**src/rtl/inst_fetch.sv**
```systemverilog
// Instruction fetch stage: owns the PC, issues one word read at a time to instruction
// memory, and buffers returned {pc, inst} pairs in a small FIFO for decode. Handles decode
// stall and branch redirect, including dropping a response that is already in flight.
module inst_fetch #(
    parameter logic [31:0] RESET_PC = 32'h0000_0000,
    parameter int unsigned DEPTH    = 2
) (
    input  logic        clk,
    input  logic        rst,
    input  logic        stall_i,
    input  logic        branch_flag_i,
    input  logic [31:0] branch_target_i,
    output logic        mem_req_o,
    output logic [31:0] mem_addr_o,
    input  logic        mem_gnt_i,
    input  logic        mem_rvalid_i,
    input  logic [31:0] mem_rdata_i,
    output logic [31:0] pc_o,
    output logic [31:0] inst_o,
    output logic        inst_valid_o
);

    localparam int unsigned PtrW = (DEPTH > 1) ? $clog2(DEPTH) : 1;
    localparam int unsigned CntW = $clog2(DEPTH + 1);
    localparam logic [CntW-1:0] CountFull = CntW'(DEPTH);

    typedef enum logic [1:0] {
        StIdle,
        StWait,
        StDiscard
    } state_e;

    state_e            state_q, state_d;
    logic [31:0]       fetch_pc_q, fetch_pc_d;
    logic [31:0]       req_pc_q, req_pc_d;
    logic [CntW-1:0]   count_q, count_d;
    logic [PtrW-1:0]   wr_ptr_q, wr_ptr_d;
    logic [PtrW-1:0]   rd_ptr_q, rd_ptr_d;
    logic [31:0]       pc_mem_q   [DEPTH];
    logic [31:0]       pc_mem_d   [DEPTH];
    logic [31:0]       inst_mem_q [DEPTH];
    logic [31:0]       inst_mem_d [DEPTH];

    logic        handshake;
    logic        push;
    logic        pop;
    logic        head_valid;
    logic        unused_tgt;

    // Low target bits are forced to zero, so they never reach any logic.
    assign unused_tgt = ^branch_target_i[1:0];

    assign head_valid = (count_q != '0) && !rst;
    assign handshake  = mem_req_o && mem_gnt_i;
    // A response that lands in the same cycle as a redirect belongs to the old stream.
    assign push       = (state_q == StWait) && mem_rvalid_i && !branch_flag_i;
    assign pop        = inst_valid_o && !stall_i;

    // Memory request and decode-facing outputs.
    always_comb begin
        mem_req_o    = (state_q == StIdle) && (count_q < CountFull) && !branch_flag_i && !rst;
        mem_addr_o   = rst ? RESET_PC : fetch_pc_q;
        inst_valid_o = head_valid && !branch_flag_i;
        pc_o         = 32'h0;
        inst_o       = 32'h0;
        if (head_valid) begin
            pc_o   = pc_mem_q[rd_ptr_q];
            inst_o = inst_mem_q[rd_ptr_q];
        end
    end

    // Next-state: request FSM, PC, FIFO bookkeeping; redirect overrides push/pop.
    always_comb begin
        state_d    = state_q;
        fetch_pc_d = fetch_pc_q;
        req_pc_d   = req_pc_q;
        count_d    = count_q;
        wr_ptr_d   = wr_ptr_q;
        rd_ptr_d   = rd_ptr_q;
        pc_mem_d   = pc_mem_q;
        inst_mem_d = inst_mem_q;

        case (state_q)
            StIdle: begin
                if (handshake) begin
                    state_d    = StWait;
                    req_pc_d   = fetch_pc_q;
                    fetch_pc_d = fetch_pc_q + 32'd4;
                end
            end
            StWait: begin
                if (branch_flag_i) begin
                    state_d = mem_rvalid_i ? StIdle : StDiscard;
                end else if (mem_rvalid_i) begin
                    state_d = StIdle;
                end
            end
            StDiscard: begin
                if (mem_rvalid_i) begin
                    state_d = StIdle;
                end
            end
            default: state_d = StIdle;
        endcase

        if (push) begin
            pc_mem_d[wr_ptr_q]   = req_pc_q;
            inst_mem_d[wr_ptr_q] = mem_rdata_i;
            wr_ptr_d             = wr_ptr_q + PtrW'(1);
        end
        if (pop) begin
            rd_ptr_d = rd_ptr_q + PtrW'(1);
        end
        if (push && !pop) begin
            count_d = count_q + CntW'(1);
        end else if (!push && pop) begin
            count_d = count_q - CntW'(1);
        end

        if (branch_flag_i) begin
            count_d    = '0;
            wr_ptr_d   = '0;
            rd_ptr_d   = '0;
            fetch_pc_d = {branch_target_i[31:2], 2'b00};
        end
    end

    // Control state with synchronous reset; an outstanding request is simply forgotten.
    always_ff @(posedge clk) begin
        if (rst) begin
            state_q    <= StIdle;
            fetch_pc_q <= RESET_PC;
            req_pc_q   <= RESET_PC;
            count_q    <= '0;
            wr_ptr_q   <= '0;
            rd_ptr_q   <= '0;
        end else begin
            state_q    <= state_d;
            fetch_pc_q <= fetch_pc_d;
            req_pc_q   <= req_pc_d;
            count_q    <= count_d;
            wr_ptr_q   <= wr_ptr_d;
            rd_ptr_q   <= rd_ptr_d;
        end
    end

    // FIFO storage; contents are only visible through count, so no reset is needed.
    always_ff @(posedge clk) begin
        pc_mem_q   <= pc_mem_d;
        inst_mem_q <= inst_mem_d;
    end

endmodule

```
**config.mk**
```make
export PLATFORM = sky130hd
export DESIGN_NAME = inst_fetch
export DESIGN_NICKNAME = d
export VERILOG_FILES = /design/src/rtl/inst_fetch.sv
export SDC_FILE = /design/constraint.sdc
export NUM_CORES = 1
export LEC_CHECK = 0
export CORE_ASPECT_RATIO = 1.2
export CORE_UTILIZATION = 55
export CTS_BUF_LIST = sky130_fd_sc_hd__clkbuf_2
export CTS_CLUSTER_DIAMETER = 60
export CTS_CLUSTER_SIZE = 24
export DETAILED_ROUTE_END_ITERATION = 12
export GPL_TIMING_DRIVEN = 0
export PLACE_DENSITY = 0.86
export SLEW_MARGIN = 20
export SYNTH_ARGS = -nofsm -noshare
export SYNTH_HDL_FRONTEND = slang
export SYNTH_SLANG_ARGS = --single-unit
```
**constraint.sdc**
```tcl
create_clock -name clk -period 7 [get_ports clk]
set_clock_uncertainty 0.05 [all_clocks]
set_input_delay 1.05 -clock clk [delete_from_list [all_inputs] [get_ports clk]]
set_output_delay 1.05 -clock clk [all_outputs]
set_load 0.005 [all_outputs]
```
==> flow_metrics.env, run 1 <==
export IMPL_status="complete, but fails checks"
export IMPL_violations="DRC"
export IMPL_design_power_total_w=0.00191
export IMPL_synth_top_family_by_area="simple AND/OR/NAND/NOR gates"
export IMPL_p_comb_frac=0.078
export IMPL_synthXorXnorAreaFrac=0.0261
export IMPL_cts_resized=0
export IMPL_start_util=0.561
export IMPL_critPathMaxFanout=10
export IMPL_grt_remaining_overflow=0
export IMPL_grt_total_usage=0.237
export IMPL_synthAdderAreaFrac=0.00311
export IMPL_setup_slack_ns=2.62
export IMPL_clock_root_buffer="clkbuf_2"
export IMPL_tightestPinTransition_ns=0.880
export IMPL_synthTopCellsByArea="edfxtp_1 46%, dfxtp_1 16%, mux2i_1 8.0%"
export IMPL_synth_compound_area_frac=0.0602
export IMPL_period_share=0.626
export IMPL_vdd_ir_drop_worst_mv=0.0982
export IMPL_firstDrtPassIters=9
export IMPL_postCtsSetupRepairBufs=0
export IMPL_p_int_w=0.00146
export IMPL_synth_edf_count=124
export IMPL_die_w_um=112
export IMPL_clock_tree_buffer_depth=2
export IMPL_period_minus_slack_ns=4.38
export IMPL_gp_congestion=0.919
export IMPL_grt_antenna_before_repair=1
export IMPL_cts_sinks=190
export IMPL_clockPowerShare=0.279
export IMPL_fillers=1048
export IMPL_total_leakage_power_nw=3.23
export IMPL_final_cells=1062
export IMPL_slew_viol_final=0
export IMPL_nets=945
export IMPL_tns_ns=0
export IMPL_max_freq_mhz=228
export IMPL_synth_top_area_cell="edfxtp_1"
export IMPL_via_per_inst=5.46
export IMPL_hold_viol=0
export IMPL_grt_max_degree=44
export IMPL_synth_seq_cells=190
export IMPL_power_density_mw_per_mm2=187
export IMPL_cp_required_ns=5.90
export IMPL_pre_cts_ws_ns=2.58
export IMPL_ys_types=50
export IMPL_switching_share=0.237
export IMPL_wirelength_mm=17.5
export IMPL_clk_latency_ns=0.73
export IMPL_setup_violations=0
export IMPL_row_count=48
export IMPL_ys_seq_area_frac=0.627
export IMPL_synthMuxAreaShare=0.0796
export IMPL_synthToLayoutAreaGrowth_pct=26.9
export IMPL_hold_path_class="register to register"
export IMPL_dp_cells=1029
export IMPL_core_area_mm2=0.0144
export IMPL_cap_violations=0
export IMPL_regArea_mm2=0.00504
export IMPL_multi_input_comb_area_mm2=0.00278
export IMPL_die_h_um=135
export IMPL_drive_above_1_share=0.0813
export IMPL_cts_tree="done"
export IMPL_ioPinCount=168
export IMPL_h_tree_depth=4
export IMPL_synth_top_area_share=0.463
export IMPL_ant_nets=0
export IMPL_crit_type="input pin to primary output"
export IMPL_wl_per_cell_um=16.5
export IMPL_synth_main_ff_cell="edfxtp_1"
export IMPL_cp_end_kind="primary output"
export IMPL_die_area_mm2=0.0151
export IMPL_grt_setup_unrepaired="false"
export IMPL_synth_cell_area_mm2=0.00805
export IMPL_first_iter_violations=329
export IMPL_ys_warn_count=0
export IMPL_postCtsHoldBufs=0
export IMPL_hpwl_mm=12.6
export IMPL_hold_slack_ns=0.436
export IMPL_grt_pass1_vias=5608
export IMPL_p_seq_frac=0.644
export IMPL_cts_buffers=17
export IMPL_yosys_area_share_simple=0.173
export IMPL_setup_worst_path_start_class="input pin"
export IMPL_vias=5794
export IMPL_syn_inst=687
export IMPL_drc_errors=1
export IMPL_clk_transition_reported_paths_ns=0.24
export IMPL_grt_pass1_wl_mm=27.6
export IMPL_io_buffers=161
export IMPL_async_flop_share=0
export IMPL_crit_arrival_ns=3.28
export IMPL_p_sw_w=0.000452
export IMPL_relSlewSlack=0.405
export IMPL_syn_avg_cell_area_um2=11.7
worst max-delay path, cell delays in order:
cell and delay [ns]:
clkdlybuf4s50_1 0.62, or2_2 0.17, clkbuf_1 0.41, clkbuf_1 0.43, nor2_1 0.11, clkdlybuf4s50_1 0.49
cell type report:
class                   instances  area share
diodes                          1    0.000245
flip-flops and latches        190       0.494
well taps                     175      0.0214
multi-input cells             446       0.272
inverters                       3     0.00110
repair buffers                164       0.165
clock inverters                13      0.0140
clock buffers                  19     0.00931
plain buffers                  51      0.0229
placed cells by master (no fill, tap or decap), drive strengths merged, types with 3 or more instances in the layout:
cell type        n
and4             3
o311ai           3
buf             21
o22ai            6
nand2           85
a31oi            5
mux2i           64
a21oi           44
nor4             8
inv              5
nor2b           30
nor2            90
nand3            9
clkdlybuf4s50  161
xnor2           20
clkinvlp         4
conb             4
a211oi          11
o21ai            5
and3             3
dfxtp           66
and2             7
nor3            14
xor2             4
clkbuf          52
or3              5
edfxtp         124
clkinv           5
nand4           10
cell usage after synthesis, types with 2 or more instances:
library cell	number
nor2_1	89
and4_1	2
nor2b_1	30
buf_6	2
buf_4	5
nand2_1	84
xor2_1	4
o21ai_0	5
a31oi_1	5
a21oi_1	44
ha_1	2
or3_1	5
a22oi_1	2
clkbuf_1	33
nand4_1	8
xnor2_1	20
o22ai_1	6
a311oi_1	2
dfxtp_1	66
nor3_2	6
nor4_1	2
o311ai_0	3
buf_2	7
and2_1	7
edfxtp_1	124
nand3_1	8
or2_2	2
nor3_1	8
inv_1	3
mux2i_1	64
a211oi_1	10
and3_1	3
buf_1	4
nor4_2	5
nand4_4	2
flip-flops by register name, summed over array words and instances, names as in the netlist:
signal	flops
req_pc_q	30
inst_mem_q	64
state_q	2
rd_ptr_q	1
fetch_pc_q	30
pc_mem_q	60
count_q	2
wr_ptr_q	1
metrics by stage:
stage,utilization,instance area [um^2]
floorplan,-,8060
finish,0.712,10200
global route,0.712,10200
detailed placement,0.695,9970
CTS,0.711,10200
global placement,0.689,9890
kinds of logic (layout without fill, tap and decap cells):
family                   count (synthesis)  after routing
buffers and inverters                   54            250
adder cells (fa/ha/maj)                  2              2
multiplexers                            64             64
AND/OR/NAND/NOR                        271            271
AO/OA/AOI/OAI                           81             81
XOR/XNOR                                24             24
other                                    1              5
flip-flops                             190            190
path summary, 6_finish.rpt:
| path | slack (ns) | endpoint | cells past startpoint | start |
|---|---|---|---|---|
| setup / recovery | 2.62 | inst_o[22] | 6 | rst |
| hold / removal | 0.44 | pc_mem_q[55]$_DFFE_PP_ | 0 | req_pc_q[23]$_SDFFE_PP0P_ |
| setup reg to reg | 4.17 | inst_mem_q[34]$_DFFE_PP_ | 4 | state_q[0]$_SDFFE_PP0P_ |
| hold reg to reg | 0.44 | pc_mem_q[55]$_DFFE_PP_ | 0 | req_pc_q[23]$_SDFFE_PP0P_ |
routing by layer:
layer,GRT usage,share of wire
met5,0,0
met2,0.427,0.51
met4,0.113,0.033
met1,0.270,0.40
met3,0.0458,0.052
power by group through the flow:
stage	clock, W	sequential (W)	combinational (W)
after global placement	0	0.00125	0.000142
after detailed placement	0	0.00125	0.000146
after CTS	0.000538	0.00123	0.000148
after floorplan	0	0.00125	0.0000681
final	0.000532	0.00123	0.000148
after global routing	0.000584	0.00123	0.000160
(Power assumes the default switching activity.)
==> inputs of run 2 (changes only) <==
- CORE_UTILIZATION: 55 -> 53
- PLACE_DENSITY: 0.86 -> 0.83
- clock period: 7 -> 4.15 ns (I/O delays scaled with it)
==> run 2 against run 1 <==
  * The run now ends clean
  * First-iteration DRC count down 0.91%
  * Via count up 0.33%
  * Clock-buffer cell count down 1
  * Register-to-register slack worse by 2.9 ns
  * Cell count up 2.4%
  * Flip-flop and latch count unchanged
  * Sequential share of layout area down 0.21 points
  * Power up 70%
  * Worst setup slack worse by 2.2 ns
  * Critical path type is now register to primary output
  * Critical endpoint is now inst_o[20]
  * Largest power group unchanged
==> flow_metrics.env, run 2 (synthesis results as in run 1) <==
export IMPL_cp_required_ns=3.48
export IMPL_grt_pass1_wl_mm=28.2
export IMPL_p_int_w=0.00247
export IMPL_crit_arrival_ns=3.03
export IMPL_largest_reg_flops=64
export IMPL_gp_congestion=0.904
export IMPL_grt_total_usage=0.235
export IMPL_final_cell_mix="161 x clkdlybuf4s50_1, 124 x edfxtp_1, 89 x nor2_1, 84 x nand2_1, 66 x dfxtp_1"
export IMPL_cts_buffers=17
export IMPL_grt_remaining_overflow=0
export IMPL_clk_latency_ns=0.71
export IMPL_clockPowerShare=0.282
export IMPL_path_cells="clkbuf_1, buf_1, mux2i_1, nor2_1, clkdlybuf4s50_1"
export IMPL_period_minus_slack_ns=3.70
export IMPL_postCtsHoldBufs=0
export IMPL_clock_root_buffer="clkbuf_2"
export IMPL_reg_top3="inst_mem_q (64), pc_mem_q (60)"
export IMPL_grt_setup_unrepaired="false"
export IMPL_power_density_mw_per_mm2=316
export IMPL_clock_tree_buffer_depth=2
export IMPL_drive_above_1_share=0.0824
export IMPL_row_count=48
export IMPL_met1_usage=0.278
export IMPL_hpwl_mm=13.2
export IMPL_io_buffers=161
export IMPL_tightestPinTransition_ns=0.931
export IMPL_p_comb_frac=0.078
export IMPL_cts_tree="done"
export IMPL_status="finished clean"
export IMPL_crit_cells=5
export IMPL_core_area_mm2=0.0146
export IMPL_die_w_um=114
export IMPL_ant_nets=0
export IMPL_first_iter_violations=326
export IMPL_hold_viol=0
export IMPL_p_sw_w=0.000774
export IMPL_setup_violations=0
export IMPL_globalRoute_busiestLayer="met2"
export IMPL_max_freq_mhz=270
export IMPL_slew_viol_final=0
export IMPL_setup_worst_path_start_class="register"
export IMPL_cp_end_kind="primary output"
export IMPL_hold_path_class="input pin to register"
export IMPL_die_h_um=137
export IMPL_critPathMaxFanout=10
export IMPL_nets=945
export IMPL_use_met2=0.419
export IMPL_total_leakage_power_nw=3.25
export IMPL_cp_top_family="buffers and inverters"
export IMPL_via_per_inst=5.35
export IMPL_cts_resized=0
export IMPL_die_area_mm2=0.0157
export IMPL_worst_path_largest_cell_delay_ns=0.62
export IMPL_cpMaxStageDelayCell="buf_1"
export IMPL_start_util=0.551
export IMPL_pre_cts_ws_ns=0.561
export IMPL_grt_pass1_vias=5718
export IMPL_period_share=0.891
export IMPL_hold_slack_ns=0.383
export IMPL_p_seq_frac=0.640
export IMPL_relSlewSlack=0.371
export IMPL_postCtsSetupRepairBufs=0
export IMPL_clk_transition_reported_paths_ns=0.27
export IMPL_setup_slack_ns=0.452
export IMPL_ioPinCount=168
export IMPL_h_tree_depth=4
export IMPL_vdd_ir_drop_worst_mv=0.175
export IMPL_vias=5813
export IMPL_holdPathStages=3
export IMPL_cap_violations=0
export IMPL_grt_antenna_before_repair=1
export IMPL_ff2ff_path_depth=4
export IMPL_top_register="inst_mem_q"
export IMPL_crit_type="register to primary output"
export IMPL_cts_sinks=190
export IMPL_grt_max_degree=45
export IMPL_wl_per_cell_um=16.7
export IMPL_grtUsageMet3=0.0394
export IMPL_worst_path_buf_inv=3
export IMPL_drc_errors=0
export IMPL_final_common_cell="clkdlybuf4s50_1"
export IMPL_firstDrtPassIters=5
export IMPL_switching_share=0.239
export IMPL_synthToLayoutAreaGrowth_pct=27.5
export IMPL_wirelength_mm=18.1
==> run 2: worst reg2reg max path, stage by stage, from the launching register on <==
cell	delay, ns
dfxtp_1	0.56
nor4b_1	0.80
nor2b_4	0.71
buf_16	0.25
buf_16	0.19
==> run 2: final cells by class <==
cell class / count / area (um^2)
Inverter: 3 / 11.3
Fill cell: 1068 / 4340
Sequential cell: 190 / 5040
Multi-Input combinational cell: 446 / 2780
Timing Repair Buffer: 164 / 1690
Clock buffer: 18 / 90.1
Buffer: 51 / 234
Clock inverter: 14 / 160
Tap cell: 200 / 250
Antenna cell: 1 / 2.50
==> run 2: power by group through the flow <==
stage | Sequential [W] | Clock [W] | Combinational, W
after floorplan | 0.00210 | 0 | 0.000115
after global placement | 0.00211 | 0 | 0.000240
after detailed placement | 0.00211 | 0 | 0.000249
after CTS | 0.00207 | 0.000938 | 0.000251
after global routing | 0.00208 | 0.00101 | 0.000273
final | 0.00208 | 0.000916 | 0.000252
==> run 2: metal layers <==
metal  vias to the layer above  routed length [um]
met3                        39                1040
met5                         -                   0
met4                         0                 423
met1                      2722                7140
li1                       2815                   -
met2                       237                9530
==> run 2: final timing paths <==
kind | from | endpoint | slack [ns]
setup / recovery | rd_ptr_q$_SDFFE_PP0P_ | inst_o[20] | 0.45
hold / removal | branch_target_i[4] | fetch_pc_q[4]$_SDFFE_PP0P_ | 0.38
setup reg to reg | state_q[0]$_SDFFE_PP0P_ | pc_mem_q[62]$_DFFE_PP_ | 1.29
hold reg to reg | req_pc_q[15]$_SDFFE_PP0P_ | pc_mem_q[47]$_DFFE_PP_ | 0.44
==> run 2: per-stage QoR <==
stage	instance area (um^2)	setup TNS (ns)	instances	util	total power, W
after global routing	10300	0	1087	0.703	0.00336
final	10300	0	1087	0.703	0.00324
after global placement	9920	-64.44	1051	0.680	0.00235
after detailed placement	10000	0	1054	0.686	0.00236
after floorplan	8060	0	690	-	0.00222
after CTS	10300	0	1086	0.703	0.00326
==> inputs of run 3 (changes only) <==
- clock period: 4.15 -> 3.7 ns (I/O delays scaled with it)
==> run 3 against run 2 <==
  * Non-clock buffer count down 1
  * Worst setup slack worse by 0.11 ns
  * Clock power up 12%
  * Critical endpoint unchanged
==> flow_metrics.env, run 3 (synthesis results as in run 1) <==
export IMPL_ant_nets=0
export IMPL_io_buffers=161
export IMPL_hold_viol=0
export IMPL_clock_root_buffer="clkbuf_2"
export IMPL_wl_per_cell_um=16.7
export IMPL_relSlewSlack=0.362
export IMPL_setup_violations=0
export IMPL_grt_pass1_vias=5718
export IMPL_period_share=0.907
export IMPL_crit_arrival_ns=2.75
export IMPL_ff2ff_path_depth=4
export IMPL_total_leakage_power_nw=3.28
export IMPL_die_w_um=114
export IMPL_cp_end_kind="primary output"
export IMPL_period_minus_slack_ns=3.35
export IMPL_worst_path_largest_cell_delay_ns=0.48
export IMPL_cp_startpoint="rd_ptr_q$_SDFFE_PP0P_"
export IMPL_timing_rr_end="pc_mem_q[62]$_DFFE_PP_"
export IMPL_postCtsHoldBufs=0
export IMPL_firstDrtPassIters=5
export IMPL_ioPinCount=168
export IMPL_slew_viol_final=0
export IMPL_grt_pass1_wl_mm=28.2
export IMPL_dp_cells=1054
export IMPL_hold_slack_ns=0.314
export IMPL_cap_violations=0
export IMPL_clk_transition_reported_paths_ns=0.27
export IMPL_drive_above_1_share=0.0904
export IMPL_final_common_cell="clkdlybuf4s50_1"
export IMPL_grt_remaining_overflow=0
export IMPL_die_area_mm2=0.0157
export IMPL_clk_latency_ns=0.71
export IMPL_crit_type="register to primary output"
export IMPL_vdd_ir_drop_worst_mv=0.196
export IMPL_row_count=48
export IMPL_die_h_um=137
export IMPL_vias=5771
export IMPL_grt_max_degree=45
export IMPL_grt_antenna_before_repair=1
export IMPL_tightestPinTransition_ns=0.943
export IMPL_reg2reg_from="state_q[0]$_SDFFE_PP0P_"
export IMPL_worstHoldEndpoint="fetch_pc_q[4]$_SDFFE_PP0P_"
export IMPL_setup_worst_path_start_class="register"
export IMPL_cpMaxStageDelayCell="clkdlybuf4s50_1"
export IMPL_r2r_setup_slack_ns=0.83
export IMPL_gp_congestion=0.904
export IMPL_nets=944
export IMPL_power_density_mw_per_mm2=355
export IMPL_status="finished clean"
export IMPL_largest_reg_flops=64
export IMPL_wirelength_mm=18.1
export IMPL_h_tree_depth=4
export IMPL_holdPathStages=3
export IMPL_reg_top3="inst_mem_q (64), pc_mem_q (60)"
export IMPL_hpwl_mm=13.2
export IMPL_cts_tree="done"
export IMPL_core_area_mm2=0.0146
export IMPL_final_cells=1086
export IMPL_via_per_inst=5.31
export IMPL_top_register="inst_mem_q"
export IMPL_cts_buffers=17
export IMPL_first_iter_violations=368
export IMPL_worst_hold_startpoint="branch_target_i[4]"
export IMPL_critPathMaxFanout=10
export IMPL_cp_required_ns=3.09
export IMPL_grt_total_usage=0.235
export IMPL_synthToLayoutAreaGrowth_pct=27.5
export IMPL_hold_path_class="input pin to register"
export IMPL_cts_sinks=190
export IMPL_utilization=0.703
export IMPL_max_freq_mhz=298
export IMPL_final_cell_mix="161 x clkdlybuf4s50_1, 124 x edfxtp_1, 89 x nor2_1, 84 x nand2_1, 65 x dfxtp_1"
export IMPL_clock_tree_buffer_depth=2
export IMPL_start_util=0.551
export IMPL_path_cells="clkbuf_1, buf_2, mux2i_1, nor2_1, clkdlybuf4s50_1"
export IMPL_drc_errors=0
export IMPL_grt_setup_unrepaired="false"
run 3: changes by cell type in the layout (fill, tap and decap cells not counted):
| cell | previous run | this run |
|---|---|---|
| buf_1 | 4 | 0 |
| clkbuf_2 | 18 | 23 |
| buf_2 | 7 | 8 |
| dfxtp_2 | 0 | 1 |
| dfxtp_1 | 66 | 65 |
| clkbuf_1 | 33 | 30 |
run 3: worst max-delay path by stage:
stage / to / cells after the start
4_1_cts: pc_o[21] / 5
5_1_grt: pc_o[21] / 5
3_5_place_dp: inst_o[4] / 6
3_3_place_gp: inst_mem_q[55]$_DFFE_PP_ / 4
2_1_floorplan: inst_mem_q[32]$_DFFE_PP_ / 3
6_report: inst_o[20] / 5
run 3: per-layer routing:
layer,wire length [um],track usage,vias up
li1,-,-,2812
met5,0,0,-
met2,9520,0.419,245
met4,374,0.104,0
met1,7150,0.278,2685
met3,1050,0.0394,29
run 3: timing repair:
item	4_1_cts	5_1_grt
gates resized for setup	1	8
endpoints found under the setup margin	1	51
buffers inserted	0	0
run 3: area by class of cell:
type	count	area, um^2
clock buffers	18	90.1
inverters	3	11.3
multi-input cells	446	2780
diodes	1	2.50
plain buffers	50	238
flip-flops and latches	190	5050
clock inverters	14	160
repair buffers	164	1690
well taps	200	250
fillers	1064	4330
run 3: critical path: cells and delay by family (launching register included):
kind | cells | cell delay (ns)
DFF | 1 | 0.36
and+or+nand+nor | 1 | 0.07
muxes | 1 | 0.26
buffers and inverters | 3 | 1.37
run 3: stage by stage:
step	setup WS [ns]	TNS [ns]	total power, W	cell area (um^2)
after floorplan	0.365	0	0.00249	8060
after global placement	-1.05	-111.87	0.00264	9920
after detailed placement	0.246	0	0.00265	10000
after CTS	0.0125	0	0.00366	10300
after global routing	0.140	0	0.00377	10300
final	0.346	0	0.00364	10300
run 3: where the power goes:
part | leakage (nW) | total [W] | internal, W | switching, W
Clock | 0.156 | 0.00103 | 0.000331 | 0.000698
Combinational | 1.41 | 0.000283 | 0.000153 | 0.000130
Sequential | 1.71 | 0.00233 | 0.00229 | 0.0000415
